## src/rtl/bp_pht_if.sv

```systemverilog
`default_nettype none
// ============================================================================
// Module   : bp_pht_if
// Brief    : Lookup, update and SRAM-port bundle for the PHT scheduler.
// Revision : 1.0
// ============================================================================
interface bp_pht_if #(
    parameter int IDX_BITS = 10
);
    logic                lookup_req;
    logic [IDX_BITS-1:0] lookup_idx;
    logic                lookup_gnt;
    logic                pred_valid;
    logic                pred_taken;
    logic                upd_valid;
    logic [IDX_BITS-1:0] upd_idx;
    logic                upd_taken;
    logic                upd_ready;
    logic                sram_csb;
    logic                sram_web;
    logic [IDX_BITS-1:0] sram_addr;
    logic [1:0]          sram_wdata;
    logic [1:0]          sram_rdata;

    modport master (
        output lookup_req, lookup_idx, upd_valid, upd_idx, upd_taken, sram_rdata,
        input  lookup_gnt, pred_valid, pred_taken, upd_ready,
               sram_csb, sram_web, sram_addr, sram_wdata
    );

    modport slave (
        input  lookup_req, lookup_idx, upd_valid, upd_idx, upd_taken, sram_rdata,
        output lookup_gnt, pred_valid, pred_taken, upd_ready,
               sram_csb, sram_web, sram_addr, sram_wdata
    );
endinterface
`default_nettype wire

```

## src/rtl/bp_pht_scheduler.sv

```systemverilog
`default_nettype none
// ============================================================================
// Module   : bp_pht_scheduler
// Brief    : Single-port PHT SRAM scheduler: lookup/update arbitration,
//            in-order saturating-counter RMW, post-reset table sweep.
//            Optional macro BP_PHT_FWD_EN forwards queued outcomes to lookups.
// Revision : 1.0
// ============================================================================
module bp_pht_scheduler #(
    parameter int IDX_BITS = 10,
    parameter int DEPTH    = 8
) (
    input  wire logic clk,
    input  wire logic rst,
    bp_pht_if.slave   bus
);
    localparam int PTR_W = $clog2(DEPTH);
    localparam int CNT_W = PTR_W + 1;

    localparam logic [1:0] S_INIT   = 2'd0;
    localparam logic [1:0] S_IDLE   = 2'd1;
    localparam logic [1:0] S_RMW_RD = 2'd2;
    localparam logic [1:0] S_RMW_WR = 2'd3;

    localparam logic [1:0] c_WEAK_NT = 2'b01;

    logic [1:0]          r_state;
    logic [IDX_BITS-1:0] r_init_cnt;
    logic [IDX_BITS-1:0] r_fifo_idx [DEPTH];
    logic [DEPTH-1:0]    r_fifo_tk;
    logic [PTR_W-1:0]    r_wr_ptr;
    logic [PTR_W-1:0]    r_rd_ptr;
    logic [CNT_W-1:0]    r_count;
    logic                r_pred_valid;
    logic                r_pred_hold;

    logic                w_full;
    logic                w_empty;
    logic                w_gnt;
    logic                w_push;
    logic                w_pop;
    logic [IDX_BITS-1:0] w_head_idx;
    logic                w_head_tk;
    logic [1:0]          w_cnt_new;
    logic                w_pred_src;

    assign w_full     = (r_count == CNT_W'(DEPTH));
    assign w_empty    = (r_count == '0);
    assign w_head_idx = r_fifo_idx[r_rd_ptr];
    assign w_head_tk  = r_fifo_tk[r_rd_ptr];
    // Lookups win the port in IDLE unless the queue is full.
    assign w_gnt      = !rst && (r_state == S_IDLE) && bus.lookup_req && !w_full;
    assign w_push     = bus.upd_valid && bus.upd_ready;
    assign w_pop      = (r_state == S_RMW_WR);

    assign bus.lookup_gnt = w_gnt;
    assign bus.upd_ready  = !rst && (r_state != S_INIT) && !w_full;

    always_comb begin
        w_cnt_new = bus.sram_rdata;
        if (w_head_tk) begin
            if (bus.sram_rdata != 2'b11) w_cnt_new = bus.sram_rdata + 2'd1;
        end else begin
            if (bus.sram_rdata != 2'b00) w_cnt_new = bus.sram_rdata - 2'd1;
        end
    end

    always_comb begin
        bus.sram_csb   = 1'b1;
        bus.sram_web   = 1'b1;
        bus.sram_addr  = '0;
        bus.sram_wdata = '0;
        if (!rst) begin
            case (r_state)
                S_INIT: begin
                    bus.sram_csb   = 1'b0;
                    bus.sram_web   = 1'b0;
                    bus.sram_addr  = r_init_cnt;
                    bus.sram_wdata = c_WEAK_NT;
                end
                S_IDLE: begin
                    if (w_gnt) begin
                        bus.sram_csb  = 1'b0;
                        bus.sram_addr = bus.lookup_idx;
                    end else if (!w_empty) begin
                        bus.sram_csb  = 1'b0;
                        bus.sram_addr = w_head_idx;
                    end
                end
                S_RMW_RD: begin
                    bus.sram_csb   = 1'b0;
                    bus.sram_web   = 1'b0;
                    bus.sram_addr  = w_head_idx;
                    bus.sram_wdata = w_cnt_new;
                end
                default: ;
            endcase
        end
    end

    always_ff @(posedge clk) begin
        if (rst) begin
            r_state    <= S_INIT;
            r_init_cnt <= '0;
            r_wr_ptr   <= '0;
            r_rd_ptr   <= '0;
            r_count    <= '0;
        end else begin
            case (r_state)
                S_INIT: begin
                    r_init_cnt <= r_init_cnt + 1'b1;
                    if (&r_init_cnt) r_state <= S_IDLE;
                end
                S_IDLE:   if (!w_gnt && !w_empty) r_state <= S_RMW_RD;
                S_RMW_RD: r_state <= S_RMW_WR;
                default:  r_state <= S_IDLE;
            endcase
            if (w_push) r_wr_ptr <= r_wr_ptr + 1'b1;
            if (w_pop)  r_rd_ptr <= r_rd_ptr + 1'b1;
            if (w_push && !w_pop)      r_count <= r_count + 1'b1;
            else if (!w_push && w_pop) r_count <= r_count - 1'b1;
        end
    end

    always_ff @(posedge clk) begin
        if (w_push) begin
            r_fifo_idx[r_wr_ptr] <= bus.upd_idx;
            r_fifo_tk[r_wr_ptr]  <= bus.upd_taken;
        end
    end

`ifdef BP_PHT_FWD_EN
    logic w_fwd_hit;
    logic w_fwd_tk;
    logic r_fwd_hit;
    logic r_fwd_tk;

    // Walk oldest to youngest so the youngest matching entry wins.
    always_comb begin
        w_fwd_hit = 1'b0;
        w_fwd_tk  = 1'b0;
        for (int i = 0; i < DEPTH; i++) begin
            if ((CNT_W'(i) < r_count) &&
                (r_fifo_idx[r_rd_ptr + PTR_W'(i)] == bus.lookup_idx)) begin
                w_fwd_hit = 1'b1;
                w_fwd_tk  = r_fifo_tk[r_rd_ptr + PTR_W'(i)];
            end
        end
    end

    always_ff @(posedge clk) begin
        if (rst) begin
            r_fwd_hit <= 1'b0;
            r_fwd_tk  <= 1'b0;
        end else if (w_gnt) begin
            r_fwd_hit <= w_fwd_hit;
            r_fwd_tk  <= w_fwd_tk;
        end
    end

    assign w_pred_src = r_fwd_hit ? r_fwd_tk : bus.sram_rdata[1];
`else
    assign w_pred_src = bus.sram_rdata[1];
`endif

    always_ff @(posedge clk) begin
        if (rst) begin
            r_pred_valid <= 1'b0;
            r_pred_hold  <= 1'b0;
        end else begin
            r_pred_valid <= w_gnt;
            r_pred_hold  <= bus.pred_taken;
        end
    end

    assign bus.pred_valid = r_pred_valid;
    assign bus.pred_taken = r_pred_valid ? w_pred_src : r_pred_hold;
endmodule
`default_nettype wire

```

## src/flat_wrapper.sv

```systemverilog
// flat-port wrapper written by rule: the top's interface ports become plain ports
module bp_pht_scheduler_flat 
#(
    parameter int IDX_BITS = 10,
    parameter int DEPTH    = 8
)
  (clk, rst, bus_lookup_req, bus_lookup_idx, bus_upd_valid, bus_upd_idx, bus_upd_taken, bus_sram_rdata, bus_lookup_gnt, bus_pred_valid, bus_pred_taken, bus_upd_ready, bus_sram_csb, bus_sram_web, bus_sram_addr, bus_sram_wdata);
  bp_pht_if #(.IDX_BITS(IDX_BITS)) bus_i ();
  input  wire logic clk;
  input  wire logic rst;
  input wire logic [$bits(bus_i.lookup_req)-1:0] bus_lookup_req;
  input wire logic [$bits(bus_i.lookup_idx)-1:0] bus_lookup_idx;
  input wire logic [$bits(bus_i.upd_valid)-1:0] bus_upd_valid;
  input wire logic [$bits(bus_i.upd_idx)-1:0] bus_upd_idx;
  input wire logic [$bits(bus_i.upd_taken)-1:0] bus_upd_taken;
  input wire logic [$bits(bus_i.sram_rdata)-1:0] bus_sram_rdata;
  output wire logic [$bits(bus_i.lookup_gnt)-1:0] bus_lookup_gnt;
  output wire logic [$bits(bus_i.pred_valid)-1:0] bus_pred_valid;
  output wire logic [$bits(bus_i.pred_taken)-1:0] bus_pred_taken;
  output wire logic [$bits(bus_i.upd_ready)-1:0] bus_upd_ready;
  output wire logic [$bits(bus_i.sram_csb)-1:0] bus_sram_csb;
  output wire logic [$bits(bus_i.sram_web)-1:0] bus_sram_web;
  output wire logic [$bits(bus_i.sram_addr)-1:0] bus_sram_addr;
  output wire logic [$bits(bus_i.sram_wdata)-1:0] bus_sram_wdata;
  assign bus_i.lookup_req = bus_lookup_req;
  assign bus_i.lookup_idx = bus_lookup_idx;
  assign bus_i.upd_valid = bus_upd_valid;
  assign bus_i.upd_idx = bus_upd_idx;
  assign bus_i.upd_taken = bus_upd_taken;
  assign bus_i.sram_rdata = bus_sram_rdata;
  assign bus_lookup_gnt = bus_i.lookup_gnt;
  assign bus_pred_valid = bus_i.pred_valid;
  assign bus_pred_taken = bus_i.pred_taken;
  assign bus_upd_ready = bus_i.upd_ready;
  assign bus_sram_csb = bus_i.sram_csb;
  assign bus_sram_web = bus_i.sram_web;
  assign bus_sram_addr = bus_i.sram_addr;
  assign bus_sram_wdata = bus_i.sram_wdata;
  bp_pht_scheduler #(.IDX_BITS(IDX_BITS), .DEPTH(DEPTH)) u_core (.clk(clk), .rst(rst), .bus(bus_i));
endmodule
```

## config.mk

```make
export PLATFORM = sky130hd
export DESIGN_NAME = bp_pht_scheduler_flat
export DESIGN_NICKNAME = d
export VERILOG_FILES = /design/src/rtl/bp_pht_if.sv /design/src/rtl/bp_pht_scheduler.sv /design/src/flat_wrapper.sv
export SDC_FILE = /design/constraint.sdc
export NUM_CORES = 1
export LEC_CHECK = 0
export BUFFER_PORTS_ARGS = -buffer_cell sky130_fd_sc_hd__buf_2
export CORE_MARGIN = 2
export CORE_UTILIZATION = 40
export DETAILED_ROUTE_END_ITERATION = 10
export GPL_ROUTABILITY_DRIVEN = 0
export PLACE_DENSITY_LB_ADDON = 0.12
export SLEW_MARGIN = 20
export SYNTH_ARGS = -nofsm -noshare
export SYNTH_HDL_FRONTEND = slang
export SYNTH_SLANG_ARGS = --single-unit
```

## constraint.sdc

```tcl
create_clock -name clk -period 2.35 [get_ports clk]
set_input_delay 0.235 -clock clk [delete_from_list [all_inputs] [get_ports clk]]
set_output_delay 0.235 -clock clk [all_outputs]
set_load 0.03 [all_outputs]
```

==> key figures <==
Status
  • Run status: finished, final reports clean

Global route
  • Met3 Use GR: 5.64%
  • Global routing's busiest layer: met2
  • Vias in the first global route: 3053
  • Initial antenna violation count: 0
  • Total track usage: 17.2%
  • Met1 usage: 21.6%
  • Pin count of the biggest net entering global routing: 28
  • Met2 usage: 28.0%
  • First-pass GRT wire length: 16400 um
  • Total congestion overflow: 0

Cells and area
  • Final instance area: 0.00657 mm2
  • Nets: 453
  • Area growth, synth to finish: 33.4%
  • Layout cells sized above 1: 44.1%
  • Inserted Diodes: 0
  • Final non-filler cell total: 573

Place
  • Buffers on Ports: 44
  • Worst setup slack after placement: -0.0234 ns
  • Placed Cells: 532
  • Placed Area: 0.00561 mm2
  • DP HPWL: 6880 um

Die
  • Die height: 115 um
  • Core ar.: 0.0120 mm2
  • Cell row count: 40
  • Die ar.: 0.0132 mm2
  • Initial cell density of the core: 41.0%
  • Die X: 115 um
  • I/O pin count: 45

Yosys
  • Ys Warns: 0
  • Ys flop type: edfxtp_1
  • Number of synthesized flops with an enable pin: 88
  • Yosys reg bits: 115
  • Syn nets: 359
  • Post-Syn Instances: 319
  • Mean Syn Cell Area: 15.4 um2
  • Seq/Total Area, Yosys: 64.6%
  • Yosys cell types: 41
  • Mapped cell area: 0.00493 mm2
  • Asr flop ratio synth: 0%

Flow run
  • Count of max-cap constraint violations: 0

CTS
  • CTS tree: yes
  • Clock sink count: 115
  • Num CTS Buffers: 17
  • Clock tree buffer depth: 2
  • CTS clk-pin slew, worst paths: 0.05 ns
  • Clk root buf: clkbuf_16
  • Worst skew pair latency: 0.41 ns
  • H-tree lvl count: 4

Timing
  • Final hold vios: 0
  • Max Slew Vio Count: 0
  • Setup violators final: 0
  • RSZ-0062 raised after global routing: true
  • Minimum clock period: 2.33 ns
  • Tcrit/Tclk final: 99.3%
  • Setup TNS: 0 ns
  • Worst-margin pin slew: 0.385 ns
  • Max Fclk: 0.429 GHz
  • Final setup skew: 0.0153 ns
  • Max_slew headroom: 74.2%
  • Setup ws final: 0.0165 ns

Power and ir drop
  • P_leak: 2.33 nW
  • PwrDens: 877 mW/mm2
  • Worst VDD drop: 0.552 mV
  • Power consumption: 0.00576 W

Route
  • Via count: 2953
  • Iteration-0 DRC Markers: 240
  • Post-DRT Antenna Nets: 0
  • DRT Pass-1 Iters: 4
  • Final wirelength: 10400 um
  • WL/cell: 18.1 um
  • Avg Vias per Cell: 5.15
  • Residual DRC count: 0

Critical path
  • CP Max Fanout: 6
  • Worst r2r src: u_core.r_count[1]
  • CP required: 2.12 ns
  • Arrival @ worst endpoint: 2.10 ns
  • Crit Path Class: reg2out
  • Critical path startpoint category: register
  • Setup crit end kind: primary output
  • Worst Setup SP: u_core.r_state[1]

Min path
  • Worst Min Path Start: bus_upd_idx[0]
  • Hold WC Path Type: in2reg
registers in the layout, summed over array words and instances, names as in the netlist, named ones only:
| name | cells |
|---|---|
| u_core.bus.pred_valid | 1 |
| u_core.r_count | 4 |
| u_core.r_fifo_idx | 80 |
| u_core.r_fifo_tk | 8 |
| u_core.r_init_cnt | 10 |
| u_core.r_pred_hold | 1 |
| u_core.r_rd_ptr | 3 |
| u_core.r_state | 2 |
| u_core.r_wr_ptr | 3 |
worst max-delay path, stage by stage (launching register included):
cell and delay (ns):
dfxtp_2 0.32, inv_2 0.08, buf_6 0.11, ha_4 0.15, nand3b_1 0.14, buf_4 0.18, nor2_4 0.14, buf_6 0.13
a22oi_1 0.06, a21oi_1 0.18, buf_4 0.19
area by class of cell:
class	instances	area [um2]
well taps	147	184
repair buffers	88	682
clock buffers	18	429
inverters	9	38.8
flip-flops and latches	115	3200
multi-input cells	182	1860
clock inverters	14	186
fillers	956	5440
per-layer routing:
metal  vias up  share of wire (%)
met5         -                  0
met4         0                1.0
met3         7                5.0
met2        79                 49
met1      1443                 45
li1       1424                  -
synthesized netlist by cell type, types with 2 or more instances:
cell / instances / area, um2
a21o_1: 11 / 82.6
a21oi_1: 14 / 70.1
a22oi_1: 9 / 67.6
and2_1: 2 / 12.5
buf_1: 3 / 11.3
buf_2: 6 / 30.0
buf_4: 2 / 15.0
clkbuf_1: 2 / 7.51
dfxtp_1: 27 / 541
edfxtp_1: 88 / 2640
ha_1: 12 / 150
inv_1: 9 / 33.8
mux2_2: 3 / 33.8
mux2i_1: 18 / 180
mux4_1: 2 / 52.6
mux4_2: 20 / 450
nand2_1: 14 / 52.6
nand2b_1: 2 / 12.5
nand3b_1: 3 / 22.5
nand4_1: 4 / 25.0
nor2_1: 28 / 105
nor3_1: 8 / 40.0
o21ai_0: 3 / 15.0
or3_1: 2 / 12.5
xnor2_1: 6 / 52.6
xor2_1: 6 / 52.6
cell usage in the layout, fill, tap and decap left out, drive strengths merged, types with 2 or more instances in the layout:
cell type | Yosys | final
a21o | 11 | 11
a21oi | 14 | 14
a22oi | 9 | 9
a31oi | 2 | 2
and2 | 2 | 2
buf | 11 | 86
bufinv | 0 | 4
clkbuf | 2 | 20
clkinv | 0 | 8
dfxtp | 27 | 27
edfxtp | 88 | 88
ha | 12 | 12
inv | 9 | 10
maj3 | 2 | 2
mux2 | 3 | 3
mux2i | 18 | 18
mux4 | 22 | 22
nand2 | 14 | 14
nand2b | 2 | 2
nand3b | 3 | 3
nand4 | 4 | 4
nor2 | 28 | 28
nor3 | 9 | 9
o21ai | 3 | 3
or3 | 2 | 2
xnor2 | 6 | 6
xor2 | 6 | 6
report_power, final:
group / leakage [nW] / internal (W) / switching [W] / total, W
Combinational: 1.01 / 0.000366 / 0.000454 / 0.000820
Clock: 0.301 / 0.00177 / 0.000877 / 0.00264
Sequential: 1.01 / 0.00224 / 0.0000535 / 0.00230
stage by stage:
stage          utilization (%)  hold WS, ns
6_report                  54.7       0.0901
3_5_place_dp              46.7        0.512
5_1_grt                   54.7       0.0886
4_1_cts                   53.0       0.0767
2_1_floorplan                -        0.334
3_3_place_gp              46.7        0.504
timing repair:
| item | in CTS | in global routing |
|---|---|---|
| gates resized for setup | 23 | 44 |
| hold buffers | 0 | 0 |
| buffers inserted | 3 | 3 |
| pin swaps | 7 | 14 |
| cloned | 1 | 2 |
| endpoints found under the setup margin | 13 | 13 |
logic make-up (layout without fill, tap and decap cells):
family                   after synthesis  in the layout  synth area share (%)
flip-flops                           115            115                  64.6
AND/OR/NAND/NOR                       71             71                  7.29
multiplexers                          43             43                  14.6
AO/OA/AOI/OAI                         41             41                  5.56
buffers and inverters                 22            129                  1.98
adder cells (fa/ha/maj)               15             15                  3.89
XOR/XNOR                              12             12                  2.13
path summary, 6_finish.rpt:
check / endpoint / slack (ns) / depth (start not counted)
worst min register to register: u_core.r_init_cnt[7] / 0.52 / 2
worst min-delay path: u_core.r_fifo_idx[3][0] / 0.09 / 1
worst max register to register: u_core.r_count[3] / 0.06 / 11
worst max-delay path: bus_sram_addr[0] / 0.02 / 10
No activity file was read; power rests on OpenSTA's default activity.
